===== src/rtl/waveform_pkg.sv =====
// Shared definitions for the waveform generator / analyzer chain.
// The generator side reuses DATA_W.
package waveform_pkg;

  typedef enum logic [1:0] {
    INIT,
    RISE,
    FALL
  } state_t;

  localparam int DATA_W   = 12;
  localparam int HYST_DEF = 4;
  localparam int PERIOD_W = 16;

endpackage


===== src/rtl/sat_counter.sv =====
// Saturating up-counter with enable and synchronous load-to-1.
// Used as the sample-period counter of the triangle analyzer.
module sat_counter #(
  parameter int W = 16
) (
  input  logic         clk,
  input  logic         rst,
  input  logic         en,
  input  logic         load,
  output logic [W-1:0] cnt
);

  always_ff @(posedge clk) begin
    if (rst) begin
      cnt <= '0;
    end else if (en) begin
      if (load) begin
        cnt <= W'(1);
      end else if (cnt != '1) begin
        cnt <= cnt + W'(1);
      end
    end
  end

endmodule


===== src/rtl/triangle_wave_analyzer.sv =====
// Slope tracker with hysteresis: detects peaks/troughs of a sample stream and
// reports period, max, min and amplitude once per trough-to-trough cycle.
module triangle_wave_analyzer #(
  parameter int DATA_W   = waveform_pkg::DATA_W,
  parameter int HYST     = waveform_pkg::HYST_DEF,
  parameter int PERIOD_W = waveform_pkg::PERIOD_W
) (
  input  logic                clk,
  input  logic                rst,
  input  logic [DATA_W-1:0]   sample_in,
  input  logic                sample_valid,
  output logic [PERIOD_W-1:0] period_out,
  output logic [DATA_W-1:0]   max_out,
  output logic [DATA_W-1:0]   min_out,
  output logic [DATA_W-1:0]   amplitude_out,
  output logic                result_valid,
  output logic                direction_out,
  output logic                locked
);

  import waveform_pkg::*;

  localparam logic [DATA_W:0] HYST_X = (DATA_W+1)'(HYST);

  state_t              state;
  logic [DATA_W-1:0]   run_max;
  logic [DATA_W-1:0]   run_min;
  logic [DATA_W-1:0]   peak_val;
  logic [PERIOD_W-1:0] cnt;
  logic                peak_hit;
  logic                trough_hit;
  logic                cnt_load;

  // Comparisons are one bit wider so s + HYST never wraps near full scale.
  always_comb begin
    peak_hit   = (state == RISE) &&
                 (({1'b0, sample_in} + HYST_X) <= {1'b0, run_max});
    trough_hit = (state == FALL) &&
                 ({1'b0, sample_in} >= ({1'b0, run_min} + HYST_X));
    cnt_load   = (state == INIT) || trough_hit;
  end

  sat_counter #(
    .W(PERIOD_W)
  ) u_cnt (
    .clk (clk),
    .rst (rst),
    .en  (sample_valid),
    .load(cnt_load),
    .cnt (cnt)
  );

  always_ff @(posedge clk) begin
    if (rst) begin
      state         <= INIT;
      run_max       <= '0;
      run_min       <= '0;
      peak_val      <= '0;
      period_out    <= '0;
      max_out       <= '0;
      min_out       <= '0;
      amplitude_out <= '0;
      result_valid  <= 1'b0;
      direction_out <= 1'b1;
      locked        <= 1'b0;
    end else begin
      result_valid <= 1'b0;
      if (sample_valid) begin
        case (state)
          INIT: begin
            run_max       <= sample_in;
            run_min       <= sample_in;
            state         <= RISE;
            direction_out <= 1'b1;
          end
          RISE: begin
            if (peak_hit) begin
              peak_val      <= run_max;
              run_min       <= sample_in;
              state         <= FALL;
              direction_out <= 1'b0;
            end else if (sample_in > run_max) begin
              run_max <= sample_in;
            end
          end
          FALL: begin
            if (trough_hit) begin
              if (locked) begin
                period_out    <= cnt;
                max_out       <= peak_val;
                min_out       <= run_min;
                amplitude_out <= peak_val - run_min;
                result_valid  <= 1'b1;
              end
              locked        <= 1'b1;
              run_max       <= sample_in;
              state         <= RISE;
              direction_out <= 1'b1;
            end else if (sample_in < run_min) begin
              run_min <= sample_in;
            end
          end
          default: begin
            state         <= INIT;
            direction_out <= 1'b1;
          end
        endcase
      end
    end
  end

endmodule


===== config.mk =====
export PLATFORM = sky130hd
export DESIGN_NAME = triangle_wave_analyzer
export DESIGN_NICKNAME = d
export VERILOG_FILES = /design/src/rtl/waveform_pkg.sv /design/src/rtl/sat_counter.sv /design/src/rtl/triangle_wave_analyzer.sv
export SDC_FILE = /design/constraint.sdc
export NUM_CORES = 1
export LEC_CHECK = 0
export BUFFER_PORTS_ARGS = -buffer_cell sky130_fd_sc_hd__buf_2
export CORE_MARGIN = 4
export CORE_UTILIZATION = 50
export DETAILED_ROUTE_END_ITERATION = 10
export GPL_TIMING_DRIVEN = 0
export PLACE_DENSITY = 0.8
export SYNTH_ARGS = -nofsm -noshare
export SYNTH_HDL_FRONTEND = slang
export SYNTH_SLANG_ARGS = --single-unit

===== constraint.sdc =====
create_clock -name clk -period 8.95 [get_ports clk]
set_clock_uncertainty 0.15 [all_clocks]
set_input_delay 1.3425 -clock clk [delete_from_list [all_inputs] [get_ports clk]]
set_output_delay 1.3425 -clock clk [all_outputs]
set_load 0.05 [all_outputs]

---- Yosys cells after proc, flatten, opt, wreduce, memory -nomap -nowiden ----
Cells that the tools add are included.
word-level totals
  register bits after elaboration ......... 109
  input bits .............................. 15
  output and inout port bits .............. 55
  word-level logic and storage cells ...... 63
cells by class
  add/sub/neg operators ................... 4
  $lt $le $gt $ge ......................... 4
  equality and inequality tests ........... 9
  muxes and demuxes ....................... 17
  bitwise logic cells ..................... 3
  reductions and logical operators ........ 14
operator list
  kind                     number
  $mux W12                 6
  $pmux W12 S3             2
  $mux W16                 2
  $add A12 B3 Y13 const B  2
  $add A16 B1 Y16 const B  1
  $ne A16 B16 Y1 const B   1
  $ge A12 B13 Y1           1
  $le A13 B12 Y1           1
  $gt A12 B12 Y1           1
  $lt A12 B12 Y1           1
  $sub A12 B12 Y12         1
  $reduce_and A5 Y1        2
  $reduce_and A3 Y1        3
  $ne A2 B2 Y1 const B     4
  $pmux W2 S3              1
  $mux W2                  2
  $ne A2 B1 Y1 const B     2
  $reduce_and A4 Y1        1
  $reduce_or A4 Y1         1
  $mux W1                  3
  $not A1 Y1               3
  $reduce_bool A3 Y1       1
  $eq A2 B1 Y1 const B     1
  $eq A2 B2 Y1 const B     1
  6 further kinds          7

---- Depth between registers and ports, before layout ----
Gate-level depths: netlist of run 1.
  word-level depth ........................ 6
  gate-level depth with buffers ........... 15
  gate-level depth less buffers ........... 13

---- Modules after synthesis ----
A second synthesis of run 1 with hierarchy kept.
unflattened totals
  cell total of the unflattened synthesis .. 743
  area total of the unflattened synthesis .. 6214.7 µm²
by module, submodules not included
  module                  times used  cells an instance  area an instance (µm²)  seq. area each (µm²)
  triangle_wave_analyzer  1           626                5295.1                  1861.8
  sat_counter             1           117                919.6                   320.3

---- Worst setup path before layout of run 1 ----
No wires, ideal clock.
  path kind ............................... input port to flip-flop
  from .................................... input port sample_in[2]
  to ...................................... register run_max[3]
  library setup time ...................... 0.072 ns
  arrival time ............................ 3.766 ns
  required time ........................... 8.728 ns
  setup slack ............................. 4.962 ns
  stages .................................. 14
  buffers on the path ..................... 1
  path through ............................ ha_1 > nand2_1 > nor2_1 > nand3_1 > xnor2_1 > ha_1 > nand3_1 > nor3_2 > o31ai_1 > a31oi_4 > nor2_1 > a2111oi_2 > buf_6 > mux2i_1
between the ends
  longest elaborated chain between the ends .. 5
  elaborated cells between the ends (all ways) .. 10
  classes of those cells .................. 1 x add/sub; 3 x order compare; 3 x eq/ne; 3 x reduce/logical
ends and longest elaborated chain
  item                             RTL line                      RTL
  from (decl)                      triangle_wave_analyzer.sv:10  input logic [DATA_W-1:0] sample_in,
  $add A12 B3 Y13                  triangle_wave_analyzer.sv:37  (({1'b0, sample_in} + HYST_X) <= {1'b0, run_max});
  $le A13 B12 Y1                   triangle_wave_analyzer.sv:37
  $logic_and A1 B1 Y1              triangle_wave_analyzer.sv:36  peak_hit = (state == RISE) &&
  $ne A2 B2 Y1 (no line)           --
  $reduce_and A5 Y1 (no line) (*)  --
  to (signal assigned)             triangle_wave_analyzer.sv:71  run_max <= sample_in;
  to (signal assigned)             triangle_wave_analyzer.sv:83  run_max <= sample_in;
  to (signal assigned)             triangle_wave_analyzer.sv:96  run_max <= sample_in;
  to (decl)                        triangle_wave_analyzer.sv:26  logic [DATA_W-1:0] run_max;
Mark *: on every way between the ends. The rest lies on a longest branch, timed or not.
A chain may end at the register's enable or synchronous reset.

---- Worst setup path in the final report of run 1 ----
  from .................................... input port sample_in[2]
  to ...................................... register peak_val[9]
between the ends
  longest elaborated chain between the ends .. 4
ends and longest elaborated chain
  item                         RTL line                      RTL
  $add A12 B3 Y13              triangle_wave_analyzer.sv:37
  $le A13 B12 Y1               triangle_wave_analyzer.sv:37
  $logic_and A1 B1 Y1          triangle_wave_analyzer.sv:36
  $reduce_and A3 Y1 (no line)  --
  to (signal assigned)         triangle_wave_analyzer.sv:78  peak_val <= run_max;
  to (decl)                    triangle_wave_analyzer.sv:28  logic [DATA_W-1:0] peak_val;
Every way passes these cells.

==> results.sh, run 1 <==
export IMPL_postCtsSetupRepairBufs=0
export IMPL_slowest_delay_ns=0.55
export IMPL_core_mm2=0.0121
export IMPL_synthToLayoutAreaGrowth_pct=13.5
export IMPL_fill_cells=1096
export IMPL_path_cells="buf_2 > ha_1 > nand2_1 > nor2_1 > nand3_1 > xnor2_1 > ha_1 > nand3_1 > nor4_1 > a31oi_4 > nor3_4 > buf_4 > mux2i_1 > nor2_1"
export IMPL_fmax_ghz=0.229
export IMPL_cp_data_arrival_time_ns=4.44
export IMPL_clock_sinks=109
export IMPL_p_leak_uw=0.00292
export IMPL_worstMarginPinSlew_ns=0.622
export IMPL_grt_pass1_wl_mm=26.4
export IMPL_syn_num_nets=818
export IMPL_antenna_found_initial=0
export IMPL_cp_startpoint="sample_in[2]"
export IMPL_fin_tns_setup_ns=0
export IMPL_synth_top_family_by_area="simple AND/OR/NAND/NOR gates"
export IMPL_die_width_um=119
export IMPL_wl_mm=16.2
export IMPL_yosysSeqAreaShare_pct=35.2
export IMPL_synth_edf_count=0
export IMPL_crit_fanout=10
export IMPL_root_buffer="clkbuf_16"
export IMPL_wl_per_cell_um=16.3
export IMPL_synthMuxAreaShare_pct=6.30
export IMPL_hold_path_class="reg2reg"
export IMPL_clock_power_share_pct=35.2
export IMPL_start_util_pct=51.4
export IMPL_die_h_um=119
export IMPL_ios=70
export IMPL_power_switching_uw=322
export IMPL_powerDensity_mw_per_mm2=156
export IMPL_rsz0062_at_grt="false"
export IMPL_slowest_stage="nor4_1"
export IMPL_cts_clk_slew_worst_paths_ns=0.07
export IMPL_synthCells=744
export IMPL_p_int_uw=778
export IMPL_synth_simple_gate_area_share_pct=21.2
export IMPL_hold_viol=0
export IMPL_cts_resized=0
export IMPL_final_max_slew_violation_count=0
export IMPL_gp_congestion=0.922
export IMPL_drtIter0Drc=465
export IMPL_finalSetupViolations=0
export IMPL_async_flop_share_pct=0
export IMPL_register_area_mm2=0.00218
export IMPL_timing_rr_end="min_out[11]"
export IMPL_peakVddDrop_mv=0.0982
export IMPL_antenna_left=0
export IMPL_ctsHoldBuffers=0
export IMPL_yosysTopAreaCell="dfxtp_1"
export IMPL_fp_dieArea_mm2=0.0142
export IMPL_syn_area_mm2=0.00620
export IMPL_htreeDepth=3
export IMPL_antenna_diode_count=0
export IMPL_rrSetupSlack_ns=5.19
export IMPL_drive_gt1_share_pct=13.8
export IMPL_finalCritPeriodShare_pct=48.7
export IMPL_core_rowCount=40
export IMPL_synthXorXnorAreaFrac_pct=3.39
export IMPL_swShare_pct=29.3
export IMPL_first_global_vias=5136
export IMPL_reg2reg_from="run_min[2]"
export IMPL_synth_area_per_cell_um2=8.33
export IMPL_path_class="in2reg"
export IMPL_clock_latency_ns=0.35
export IMPL_endpoint="peak_val[9]"
export IMPL_synth_compound_area_share_pct=16.9
export IMPL_dr_pass1_iters=5
export IMPL_vias_per_cell=5.55
export IMPL_ys_seq_elements=109
export IMPL_netlist_area_leader_share_pct=35.2
export IMPL_cts_tree="yes"
export IMPL_nets=898
export IMPL_synth_adder_area_share_pct=12.0
export IMPL_drc=0
export IMPL_reg2regPathDepth=14
export IMPL_cap_viol_max_count=0
export IMPL_yosys_warnings=0
export IMPL_critPathCaptureType="register"
export IMPL_port_buffers=69
export IMPL_hpwl_mm=12.5
export IMPL_grt_max_degree=19
export IMPL_combPwrFrac_pct=18.3
export IMPL_critical_path_required_ns=9.03
export IMPL_cts_made_buffers=9
export IMPL_status="completed"
export IMPL_postLayoutCoreUtil_pct=58.3
export IMPL_synthFlopType="dfxtp_1"
export IMPL_start_kind="primary input"
export IMPL_overflow=0
export IMPL_synthTopCellsByArea="dfxtp_1 35%, ha_1 12%, nand2_1 9.1%"
export IMPL_max_clock_path_buffers=2
export IMPL_yosysUniqueCellTypes=63
export IMPL_track_usage_pct=23.0
export IMPL_max_slew_margin_rel_pct=58.6
export IMPL_p_seq_share_pct=46.5
export IMPL_multi_input_area_mm2=0.00371
export IMPL_fin_crit_ns=4.36
export IMPL_vias=5529
[cells by family after synthesis]
group	after synthesis
DFF	109
AOI/OAI and AO/OA	152
muxes	39
and+or+nand+nor	292
buffers and inverters	69
adders and majority gates	59
xor gates and xnor gates	24
[cells in the final DEF (no fill, tap or decap), types with 9 or more instances in the layout]
master       n
a211oi_1    10
a21o_1      12
a21oi_1     67
and3_1      11
buf_2       79
clkbuf_1    21
clkbuf_16    9
dfxtp_1    109
ha_1        58
inv_1       33
mux2i_1     39
nand2_1    150
nand3_1     33
nor2_1      50
o21ai_0     10
xnor2_1     17
[area by class of cell]
class / count / share of cell area, %
flip-flops and latches: 109 / 31.0
clock buffers: 10 / 3.40
plain buffers: 36 / 2.53
multi-input cells: 566 / 52.8
repair buffers: 69 / 4.91
inverters: 33 / 1.76
well taps: 168 / 2.99
clock inverters: 5 / 0.623
[power groups by stage]
| stage | Sequential, µW | Combinational [µW] | Clock, µW |
|---|---|---|---|
| finish | 511 | 202 | 388 |
| global route | 512 | 225 | 409 |
| CTS | 511 | 199 | 392 |
| detailed placement | 522 | 197 | 0 |
| floorplan | 517 | 151 | 0 |
| global placement | 521 | 193 | 0 |
[metrics by stage]
step                      std cells  setup slack [ns]  hold slack [ns]  cell area [µm²]  total power [µW]
after floorplan                 744              4.96            0.294             6200               667
after global placement          981              4.38            0.289             6750               714
after detailed placement        981              4.28            0.293             6750               719
after CTS                       996              4.65            0.302             7030              1100
after global routing            996              4.38            0.321             7030              1150
final                           996              4.59            0.299             7030              1100
[synth_stat cells (11+ instances only)]
| library cell | count |
|---|---|
| a21o_1 | 12 |
| a21oi_1 | 67 |
| and3_1 | 11 |
| clkbuf_1 | 21 |
| dfxtp_1 | 109 |
| ha_1 | 58 |
| inv_1 | 33 |
| mux2i_1 | 39 |
| nand2_1 | 150 |
| nand3_1 | 33 |
| nor2_1 | 50 |
| xnor2_1 | 17 |
[how the worst min path moves through the flow]
stage | from | slack (ns) | end | cells past startpoint
floorplan | peak_val[0] | 0.29 | max_out[0] | 2
global placement | period_out[1] | 0.29 | period_out[1] | 2
detailed placement | min_out[6] | 0.29 | min_out[6] | 2
CTS | amplitude_out[5] | 0.30 | amplitude_out[5] | 2
global route | min_out[9] | 0.32 | min_out[9] | 2
finish | amplitude_out[5] | 0.30 | amplitude_out[5] | 2
[per-layer routing]
| layer | share of wire (%) | vias up | wire (µm) | global-route usage (%) |
|---|---|---|---|---|
| met4 | 3.0 | 0 | 485 | 9.52 |
| li1 | - | 2746 | - | - |
| met3 | 6.8 | 35 | 1100 | 2.85 |
| met2 | 44 | 193 | 7130 | 35.8 |
| met1 | 46 | 2555 | 7490 | 32.3 |
| met5 | 0 | - | 0 | 0 |
[flip-flops by register name, summed over array words and instances, names as in the netlist]
signal and cells:
period_out 16, u_cnt.cnt 16, amplitude_out 12, max_out 12, min_out 12, peak_val 12, run_max 12, run_min 12
state 2, direction_out 1, locked 1, result_valid 1
[critical path: cells and delay by family]
family	cells	cell delay (ns)
and+or+nand+nor	7	1.55
AOI/OAI and AO/OA	1	0.13
adders and majority gates	2	0.54
buffers and inverters	2	0.49
muxes	1	0.23
xor gates and xnor gates	1	0.14
Power figures use the tool's default switching activity.
==> run 2, diff against run 1 <==
--- a/config.mk
+++ b/config.mk
@@ -10,7 +10,7 @@
 export CORE_UTILIZATION = 50
 export DETAILED_ROUTE_END_ITERATION = 10
 export GPL_TIMING_DRIVEN = 0
-export PLACE_DENSITY = 0.8
+export PLACE_DENSITY = 0.83
 export SYNTH_ARGS = -nofsm -noshare
 export SYNTH_HDL_FRONTEND = slang
 export SYNTH_SLANG_ARGS = --single-unit
==> constraint.sdc (replaced) <==
create_clock -name clk -period 3.5 [get_ports clk]
set_clock_uncertainty 0.15 [all_clocks]
set_input_delay 0.525 -clock clk [delete_from_list [all_inputs] [get_ports clk]]
set_output_delay 0.525 -clock clk [all_outputs]
set_load 0.05 [all_outputs]
==> results.sh, run 2 (synthesis gave the netlist of run 1 again) <==
export IMPL_hold_viol=0
export IMPL_hpwl_mm=12.3
export IMPL_start_kind="primary input"
export IMPL_vias=5598
export IMPL_wl_mm=16.3
export IMPL_antenna_found_initial=0
export IMPL_path_class="in2reg"
export IMPL_critPathCaptureType="register"
export IMPL_dr_pass1_iters=5
export IMPL_clock_sinks=109
export IMPL_finalSetupViolations=0
export IMPL_clock_latency_ns=0.36
export IMPL_drc=0
export IMPL_core_mm2=0.0121
export IMPL_p_leak_uw=0.00300
export IMPL_register_area_mm2=0.00218
export IMPL_cts_clk_slew_worst_paths_ns=0.08
export IMPL_crit_fanout=8
export IMPL_hold_path_class="reg2reg"
export IMPL_powerDensity_mw_per_mm2=415
export IMPL_cts_made_buffers=9
export IMPL_core_rowCount=40
export IMPL_final_cell_area_mm2=0.00719
export IMPL_multi_input_area_mm2=0.00376
export IMPL_status="completed"
export IMPL_max_clock_path_buffers=2
export IMPL_max_slew_margin_rel_pct=60.5
export IMPL_grt_pass1_wl_mm=26.2
export IMPL_worstMarginPinSlew_ns=0.592
export IMPL_place_area_mm2=0.00675
export IMPL_grt_max_degree=20
export IMPL_die_width_um=119
export IMPL_cp_data_arrival_time_ns=3.49
export IMPL_fin_tns_setup_ns=0
export IMPL_nets=904
export IMPL_port_buffers=69
export IMPL_final_cell_mix="150 x nand2_1, 107 x dfxtp_1, 79 x buf_2"
export IMPL_finalCritPeriodShare_pct=96.3
export IMPL_vias_per_cell=5.58
export IMPL_fp_dieArea_mm2=0.0142
export IMPL_fin_crit_ns=3.37
export IMPL_htreeDepth=3
export IMPL_wl_per_cell_um=16.2
export IMPL_peakVddDrop_mv=0.225
export IMPL_root_buffer="clkbuf_16"
export IMPL_first_global_vias=5231
export IMPL_final_max_slew_violation_count=0
export IMPL_antenna_diode_count=0
export IMPL_antenna_left=0
export IMPL_drive_gt1_share_pct=16.3
export IMPL_die_h_um=119
export IMPL_critical_path_required_ns=3.62
export IMPL_ios=70
export IMPL_top_regs="period_out: 16 flops, u_cnt.cnt: 16 flops"
export IMPL_overflow=0
export IMPL_cts_tree="yes"
export IMPL_final_common_cell="nand2_1"
export IMPL_start_util_pct=51.4
export IMPL_track_usage_pct=22.7
export IMPL_drtIter0Drc=601
export IMPL_synthToLayoutAreaGrowth_pct=16.0
export IMPL_cap_viol_max_count=0
export IMPL_gp_congestion=0.934
export IMPL_fmax_ghz=0.297
export IMPL_fill_cells=1038
[run 2: layer usage]
layer	up-vias	wire [µm]	GRT usage [%]	part of all wire, %
met1	2594	7530	30.7	46
met5	-	0	0	0
met3	39	1130	5.08	6.9
met4	0	434	8.66	2.7
li1	2769	-	-	-
met2	196	7190	35.4	44
[run 2: what timing repair did]
action                     4_1_cts  5_1_grt
buffers inserted                 2        3
gates cloned                     0        1
hold buffers                     0        0
pin swaps                        2        4
setup endpoints to repair       76       95
gates resized for setup          6       17
[run 2: area by class of cell]
cell class,count,share of cell area [%]
clock inverters,7,1.53
repair buffers,75,5.43
well taps,168,2.92
inverters,33,1.72
clock buffers,9,3.13
flip-flops and latches,109,30.4
multi-input cells,566,52.3
plain buffers,36,2.59
[run 2: critical path, stage by stage]
cell,delay (ns)
buf_2,0.21
ha_2,0.24
nand2_1,0.07
nor2_2,0.14
nand3_1,0.11
xnor2_1,0.14
ha_1,0.29
nand3_1,0.15
nor3_2,0.20
o31ai_1,0.13
a31oi_4,0.28
nor2_2,0.12
a2111oi_2,0.47
buf_6,0.20
mux2i_1,0.22
[run 2: path summary, 6_finish.rpt]
| path | from | depth (start not counted) | slack [ns] | to |
|---|---|---|---|---|
| setup / recovery | sample_in[2] | 15 | 0.13 | run_max[7] |
| hold reg to reg | amplitude_out[8] | 2 | 0.30 | amplitude_out[8] |
| hold / removal | amplitude_out[8] | 2 | 0.30 | amplitude_out[8] |
| setup reg to reg | run_min[3] | 15 | 0.21 | u_cnt.cnt[9] |
[run 2: where the power goes]
group	switching (µW)	internal (µW)
Clock	500	640
Sequential	36.6	1270
Combinational	313	227
Total	849	2140
[run 2: metrics by stage]
| step | worst slack (ns) | total power, µW | cells | utilization, % | hold WS [ns] |
|---|---|---|---|---|---|
| after floorplan | 0.329 | 1710 | 744 | - | 0.294 |
| after global placement | -0.256 | 1820 | 981 | 56.0 | 0.290 |
| after detailed placement | -0.298 | 1830 | 981 | 56.0 | 0.294 |
| after CTS | 0.0372 | 2960 | 999 | 59.0 | 0.304 |
| after global routing | -0.0421 | 3100 | 1003 | 59.6 | 0.319 |
| final | 0.128 | 2990 | 1003 | 59.6 | 0.301 |
